$ cat src/rtl/mesh_pkt_injector.sv
// ============================================================================
// Module   : mesh_pkt_injector
// Purpose  : Traffic source for one mesh router P port; FIFO-buffered packets
//            carrying source, sequence payload and a fixed or swept destination.
// Revision : 1.0 - initial release
// ============================================================================
`default_nettype none

module mesh_pkt_injector #(
    parameter int x_cord_width_p = 2,
    parameter int y_cord_width_p = 2,
    parameter int data_width_p   = 4,
    parameter int fifo_els_p     = 4,
    parameter int count_width_p  = 8,
    localparam int cord_width_lp = x_cord_width_p + y_cord_width_p,
    localparam int pkt_width_lp  = 2*cord_width_lp + data_width_p
) (
    input  logic                      clk,
    input  logic                      reset,
    input  logic [x_cord_width_p-1:0] my_x_i,
    input  logic [y_cord_width_p-1:0] my_y_i,
    input  logic                      start_i,
    input  logic [count_width_p-1:0]  num_pkts_i,
    input  logic [1:0]                mode_i,
    input  logic [x_cord_width_p-1:0] dest_x_i,
    input  logic [y_cord_width_p-1:0] dest_y_i,
    output logic                      v_o,
    output logic [pkt_width_lp-1:0]   data_o,
    input  logic                      yumi_i,
    output logic                      busy_o,
    output logic                      done_o,
    output logic [count_width_p-1:0]  sent_count_o
);

    localparam int ptr_w_lp = $clog2(fifo_els_p);
    localparam int cnt_w_lp = ptr_w_lp + 1;

    localparam logic [1:0] ST_IDLE  = 2'd0;
    localparam logic [1:0] ST_GEN   = 2'd1;
    localparam logic [1:0] ST_DRAIN = 2'd2;
    localparam logic [1:0] ST_DONE  = 2'd3;

    localparam logic [1:0] MODE_SWEEP      = 2'd1;
    localparam logic [1:0] MODE_SWEEP_SKIP = 2'd2;

    logic [1:0]               state_q,    state_d;
    logic [count_width_p-1:0] num_pkts_q, num_pkts_d;
    logic [count_width_p-1:0] seq_q,      seq_d;
    logic [count_width_p-1:0] sent_q,     sent_d;
    logic [1:0]               mode_q,     mode_d;
    logic [cord_width_lp-1:0] dest_q,     dest_d;
    logic [ptr_w_lp-1:0]      rd_ptr_q,   rd_ptr_d;
    logic [ptr_w_lp-1:0]      wr_ptr_q,   wr_ptr_d;
    logic [cnt_w_lp-1:0]      count_q,    count_d;
    logic [pkt_width_lp-1:0]  mem_q [fifo_els_p];

    logic [cord_width_lp-1:0] self_cord;
    logic [cord_width_lp-1:0] dest_inc;
    logic [cord_width_lp-1:0] dest_adv;
    logic [cord_width_lp-1:0] start_dest;
    logic [pkt_width_lp-1:0]  push_data;
    logic                     fifo_empty;
    logic                     fifo_full;
    logic                     push;
    logic                     pop;
    logic                     sweep;
    logic                     skip_self;

    // {y,x} concatenation makes the sweep a plain increment of the linear index
    assign self_cord  = {my_y_i, my_x_i};
    assign sweep      = (mode_q == MODE_SWEEP) || (mode_q == MODE_SWEEP_SKIP);
    assign skip_self  = (mode_q == MODE_SWEEP_SKIP);
    assign dest_inc   = dest_q + 1'b1;
    assign dest_adv   = (skip_self && (dest_inc == self_cord)) ? (dest_q + 2'd2) : dest_inc;
    assign start_dest = ((mode_i == MODE_SWEEP_SKIP) && ({dest_y_i, dest_x_i} == self_cord))
                        ? ({dest_y_i, dest_x_i} + 1'b1) : {dest_y_i, dest_x_i};

    assign fifo_empty = (count_q == '0);
    assign fifo_full  = (count_q == cnt_w_lp'(fifo_els_p));
    assign pop        = yumi_i && !fifo_empty;
    // A pop frees a slot in the same cycle, so a full FIFO still accepts a push
    assign push       = (state_q == ST_GEN) && (!fifo_full || pop);
    assign push_data  = {self_cord, seq_q[data_width_p-1:0], dest_q};

    always_comb begin
        state_d    = state_q;
        num_pkts_d = num_pkts_q;
        seq_d      = seq_q;
        sent_d     = sent_q;
        mode_d     = mode_q;
        dest_d     = dest_q;
        rd_ptr_d   = rd_ptr_q;
        wr_ptr_d   = wr_ptr_q;
        count_d    = count_q;

        case ({push, pop})
            2'b10:   count_d = count_q + 1'b1;
            2'b01:   count_d = count_q - 1'b1;
            default: count_d = count_q;
        endcase
        if (push) begin
            wr_ptr_d = wr_ptr_q + 1'b1;
            seq_d    = seq_q + 1'b1;
            if (sweep) begin
                dest_d = dest_adv;
            end
        end
        if (pop) begin
            rd_ptr_d = rd_ptr_q + 1'b1;
            sent_d   = sent_q + 1'b1;
        end

        case (state_q)
            ST_IDLE, ST_DONE: begin
                if (start_i) begin
                    num_pkts_d = num_pkts_i;
                    mode_d     = mode_i;
                    dest_d     = start_dest;
                    seq_d      = '0;
                    sent_d     = '0;
                    state_d    = (num_pkts_i == '0) ? ST_DONE : ST_GEN;
                end
            end
            ST_GEN: begin
                if (push && ((seq_q + 1'b1) == num_pkts_q)) begin
                    state_d = ST_DRAIN;
                end
            end
            ST_DRAIN: begin
                if (count_d == '0) begin
                    state_d = ST_DONE;
                end
            end
            default: state_d = ST_IDLE;
        endcase
    end

    always_ff @(posedge clk) begin
        if (reset) begin
            state_q    <= ST_IDLE;
            num_pkts_q <= '0;
            seq_q      <= '0;
            sent_q     <= '0;
            mode_q     <= '0;
            dest_q     <= '0;
            rd_ptr_q   <= '0;
            wr_ptr_q   <= '0;
            count_q    <= '0;
        end else begin
            state_q    <= state_d;
            num_pkts_q <= num_pkts_d;
            seq_q      <= seq_d;
            sent_q     <= sent_d;
            mode_q     <= mode_d;
            dest_q     <= dest_d;
            rd_ptr_q   <= rd_ptr_d;
            wr_ptr_q   <= wr_ptr_d;
            count_q    <= count_d;
        end
    end

    // Storage needs no reset: the occupancy count alone defines validity
    always_ff @(posedge clk) begin
        if (push) begin
            mem_q[wr_ptr_q] <= push_data;
        end
    end

    assign v_o          = !fifo_empty;
    assign data_o       = mem_q[rd_ptr_q];
    assign busy_o       = (state_q == ST_GEN) || (state_q == ST_DRAIN);
    assign done_o       = (state_q == ST_DONE);
    assign sent_count_o = sent_q;

endmodule

`default_nettype wire

$ cat config.mk
export PLATFORM = sky130hd
export DESIGN_NAME = mesh_pkt_injector
export DESIGN_NICKNAME = d
export VERILOG_FILES = /design/src/rtl/mesh_pkt_injector.sv
export SDC_FILE = /design/constraint.sdc
export NUM_CORES = 1
export LEC_CHECK = 0
export ABC_AREA = 1
export CORE_ASPECT_RATIO = 0.7
export CORE_MARGIN = 8
export CORE_UTILIZATION = 50
export DETAILED_ROUTE_END_ITERATION = 12
export PLACE_DENSITY = 0.68
export SETUP_SLACK_MARGIN = 0.5
export SYNTH_ARGS = -nofsm -noshare
export SYNTH_HDL_FRONTEND = slang
export SYNTH_SLANG_ARGS = --single-unit
$ cat constraint.sdc
create_clock -name clk -period 3.85 [get_ports clk]
set_clock_uncertainty 0.15 [all_clocks]
set_input_delay 0.385 -clock clk [delete_from_list [all_inputs] [get_ports clk]]
set_output_delay 0.385 -clock clk [all_outputs]
set_load 0.005 [all_outputs]
# == Yosys cells after proc, flatten, opt, wreduce, memory -nomap -nowiden ==
# Memories as Yosys holds them, arrays and structs flattened. A register that Yosys moved wholly into a read port is not among the register bits.
# Index checks and enable logic that the tools add are counted.
# op_classes
n_addsub,9
n_eq_ne,15
mux,22
reduce_logical,17
# ops
operator,n
8-bit 2-to-1 mux,6
4-bit 2-to-1 mux,6
"8-bit by 1-bit adder with 8-bit output, second input constant",2
2-bit 2-to-1 mux,6
"2-bit equality test, second input constant",5
"4-bit by 1-bit adder with 4-bit output, second input constant",2
4-bit equality test,2
8-bit equality test,1
8-bit logical NOT,1
"2-bit by 1-bit equality test with 1-bit output, second input constant",3
3-bit logical NOT,2
2-bit one-hot mux with 3 select lines,1
3-bit one-hot mux with 2 select lines,1
1-bit logical AND,5
"2-bit by 1-bit adder with 2-bit output, second input constant",2
"4-bit by 2-bit adder with 4-bit output, second input constant",1
"2-bit != test, second input constant",2
"3-bit by 1-bit adder with 3-bit output, second input constant",1
"3-bit equality test, second input constant",1
1-bit logical OR,3
3-bit AND reduction,1
"3-bit by 1-bit subtractor with 3-bit output, second input constant",1
1-bit logical NOT,2
2-bit logical NOT,1
other kinds (4),5
# word_totals
ff_bits,39
ramBits,48
inputBits,22
out_inout_bits,23
memories,1
# memory_table
memory,words,word_bits,read_ports,rd_clocked_by_memory_dff,wr,line,source
mem_q,4,12,1,1,1,55,logic [pkt_width_lp-1:0] mem_q [fifo_els_p];

# == Longest topological paths before layout ==
# logic_depth
ltp_word,10
depth_mapped,17
ltp_nobuf,16

# == Least setup slack after synthesis ==
# Ideal clock, no wire load.
# synth_path
path_type,register -> register
start,reg state_q[1]
end,reg state_q[0]
setup_time_ps,115
arrival_time_ps,2524
required_ps,3585
path_slack_ps,1061
path_stages_with_launch,16
n_path_buf,1
synth_period_minus_slack_ps,2789
path_cell_list,dfxtp_1 -> inv_1 -> ha_1 -> nand2_1 -> clkbuf_1 -> ha_1 -> inv_1 -> fa_1 -> nand2_1 -> o21ai_0 -> nand2_1 -> or2_2 -> a21oi_4 -> nand3_1 -> nand2_1 -> nor2_1
# synth_between
elab_chain_len,7
elab_cells_between_ends,16
# synth_rtl
item,line,source
"start, declared",46,"logic [1:0] state_q, state_d;"
"start signal, assigned",150,state_q <= state_d;
2-bit by 1-bit equality test with 1-bit output,"82, 113",
1-bit logical AND,82,assign push = (state_q == ST_GEN) && (!fifo_full || pop);
2-bit by 1-bit equality test with 1-bit output / 2-bit equality test (equally long branches),96,"case ({push, pop})"
3-bit one-hot mux with 2 select lines,96,
3-bit logical NOT,130,if (count_d == '0) begin
2-bit != test (no line),--,
3-bit AND reduction (no line),--,
# Parallel ways exist; a longest one is shown, timed or not.
# A chain may end at the register's enable or synchronous reset.

# == Worst setup path in the final report ==
# Same ends and word-level chain as after synthesis.

==> impl_metrics.py <==
metrics = {
    "detailed_routing": {
        "wl_per_cell_microns": 14.6,
        "ant_nets": 0,
        "first_pass_iters": 5,
        "viasPerCell": 5.23,
        "vias": 3303,
        "first_iter_violations": 266,
        "drc": 0,
        "wl_microns": 9230,
    },
    "critical_path": {
        "worst_path_most_repeated_cell": "nand2_1",
        "worstSetupPathType": "flop to flop",
        "ff2ff_setup_slack_ns": 0.84,
        "path_delay_family": "simple AND/OR/NAND/NOR gates",
        "crit_end": "state_q[0]",
        "reg2reg_from": "state_q[1]",
        "startpoint": "state_q[1]",
        "reg2reg_depth": 14,
        "critPathMaxStageDelay_ns": 0.48,
        "worst_path_max_delay_cell": "fa_1",
        "cp.required_ns": 3.93,
        "timing.critical_path.from_type": "flop",
        "worst-path-buf-inv": 2,
        "reg2reg_to": "state_q[0]",
        "setup.worst_path.end_class": "flop",
        "path_max_fanout": 13,
        "critPathArrivalTime_ns": 3.09,
        "worst-path-stages": 14,
        "crit_path_cell_trace": "inv_1 -> ha_1 -> nand2_1 -> ha_1 -> inv_1 -> fa_1 -> nand2_1 -> o21ai_0 -> nand2_1 -> or2_2 -> a21oi_4 -> nand3_1 -> nand2_1 -> nor2_1",
    },
    "clock_tree": {
        "cts-root-buf": "clkbuf_16",
        "clockBufferDepth": 2,
        "insertion_delay_ns": 0.34,
        "cts_setup_buffers": 0,
        "clk_pin_slew_ns": 0.06,
        "cts_tree": "done",
        "h-tree-depth": 3,
        "cts_hold_buf": 0,
        "cts_resized": 0,
        "cts_sinks": 89,
        "cts_buffers": 9,
    },
    "global_route": {
        "grt_max_degree": 26,
        "grt_pass1_wl_microns": 15400,
        "grt-ovfl-total": 0,
        "grt_pass1_vias": 3169,
        "grt_antenna_before_repair": 0,
        "grt_usage_pct": 16.6,
    },
    "yosys": {
        "ys_top_cells_by_area": "edfxtp_1 34%, dfxtp_1 19%, nand2_1 6.3%, o21ai_0 5.9%, inv_1 5.1%",
        "synth_area_per_cell_sq_um": 8.91,
        "synth_cell_types": 31,
        "synth_top_cell_area_share_pct": 34.1,
        "yosysWarnings": 0,
        "synth_top_area_cell": "edfxtp_1",
        "synthCells": 474,
        "ys_seq_elements": 89,
        "syn_area_sq_um": 4220,
        "synth-seq-area-share_pct": 53.6,
        "syn_nets": 512,
    },
    "cells_and_area": {
        "layout_commonest_cell": "nand2_1",
        "fill_cells": 725,
        "final_cell_mix": "71 x nand2_1, 57 x inv_1, 57 x nor2_1, 50 x o21ai_0, 48 x edfxtp_1",
        "final_cell_area_sq_um": 5060,
        "finalCoreUtilization_pct": 60.7,
        "syn2layout_area_growth_pct": 19.9,
        "final_cells": 631,
        "fin_nets": 559,
        "multiInputGateArea_sq_um": 1690,
        "seqCellArea_sq_um": 2260,
        "diodes": 0,
        "drive_gt1_share_pct": 6.84,
    },
    "die": {
        "die_h_microns": 92.9,
        "io-pin-count": 45,
        "core_sq_um": 8340,
        "die_w_microns": 126,
        "rows": 28,
        "start_util_pct": 50.7,
        "die-area_sq_um": 11700,
    },
    "sta": {
        "final.period_utilization_pct": 78.2,
        "rsz0062_at_grt": "no",
        "slew_headroom_pct": 54.1,
        "fin_tns_setup_ns": 0,
        "slew_violations": 0,
        "fin_crit_ns": 3.01,
        "setup_viol": 0,
        "max_freq_mhz": 332,
        "tightest_slew_ns": 0.688,
        "hold_viol": 0,
    },
    "power": {
        "power.density_nw_per_um2": 674,
        "ir_drop_v": 0.000444,
        "p_leak_uw": 0.00197,
    },
    "place": {
        "place_inst": 615,
        "dp_hpwl_microns": 6370,
        "place_area_sq_um": 4780,
        "gp_congestion": 0.842,
        "portBuffers": 44,
    },
    "status": {
        "status": "completed",
    },
    "worst_hold_path": {
        "hold_path.class": "flop to flop",
    },
    "flow_run": {
        "maxCapViolCount": 0,
    },
}
## layer usage
layer / track usage (%) / routed length, microns / up-vias
met1: 22.1 / 4520 / 1516
met2: 25.6 / 4100 / 84
met4: 4.59 / 82 / 0
li1: - / - / 1694
met3: 5.22 / 534 / 9
met5: 0 / 0 / -
## cells in the mapped netlist (all sizes together)
cell type  instances
nand3b             2
nor4               3
xnor2              2
nand3             38
o21ai             50
edfxtp            48
ha                15
a21oi             30
a221oi             1
xor2              10
a31oi              1
buf                3
nand2             73
nor3               3
o211ai             4
fa                 1
or2                2
dfxtp             41
nand4              5
nor2              60
inv               58
clkbuf            11
o22ai             13
## cell families (layout without fill, tap and decap cells)
group	Yosys count	after routing	share of synthesized area (%)
compound gates	99	99	12.9
xor+xnor	12	12	2.49
fa+ha+maj	16	16	4.92
buf+inv	72	124	6.49
flops	89	89	53.6
simple gates	186	186	19.7
## final cells by class
cell class              instances  area share, %
flip-flops and latches         89           44.7
repair buffers                 50           9.59
well taps                     105           2.59
inverters                      58           4.30
clock buffers                  10           4.72
multi-input cells             313           33.3
clock inverters                 6          0.791
## stage by stage
| stage | hold slack [ns] | total power [uW] | setup WS, ns |
|---|---|---|---|
| after floorplan | 0.286 | 2150 | 1.06 |
| after CTS | 0.320 | 3440 | 0.862 |
| after global routing | 0.347 | 3660 | 0.631 |
| after detailed placement | 0.308 | 2610 | 0.575 |
| after global placement | 0.300 | 2560 | 0.701 |
| final | 0.321 | 3410 | 0.841 |
## sequential cells by signal, indices dropped and copies added, names as in the netlist, 3 cells and up, named ones only
signal / count
num_pkts_q: 8
mem_q: 48
dest_q: 4
sent_count_o: 8
seq_q: 8
count_q: 3
## worst reg2reg max path, stage by stage, from the launching register on
cell     delay [ns]
dfxtp_1        0.38
inv_1          0.08
ha_1           0.21
nand2_1        0.33
ha_1           0.25
inv_1          0.07
fa_1           0.48
nand2_1        0.06
o21ai_0        0.11
nand2_1        0.09
or2_2          0.32
a21oi_4        0.17
nand3_1        0.10
nand2_1        0.06
nor2_1         0.05
## power by group
| group | switching, uW | total [uW] | internal [uW] |
|---|---|---|---|
| registers | 163 | 1400 | 1230 |
| logic | 698 | 1200 | 504 |
| clock network | 359 | 813 | 455 |
## worst min path at each step
stage,cells past startpoint,slack (ns),endpoint,from
floorplan,2,0.29,mode_q[0],mode_q[0]
global placement,2,0.30,mode_q[0],mode_q[0]
detailed placement,2,0.31,rd_ptr_q[1],rd_ptr_q[1]
CTS,2,0.32,flop,rd_ptr_q[1]
global route,2,0.35,flop,rd_ptr_q[1]
finish,2,0.32,flop,rd_ptr_q[1]
Note: power is estimated with default switching activity, not from simulation.
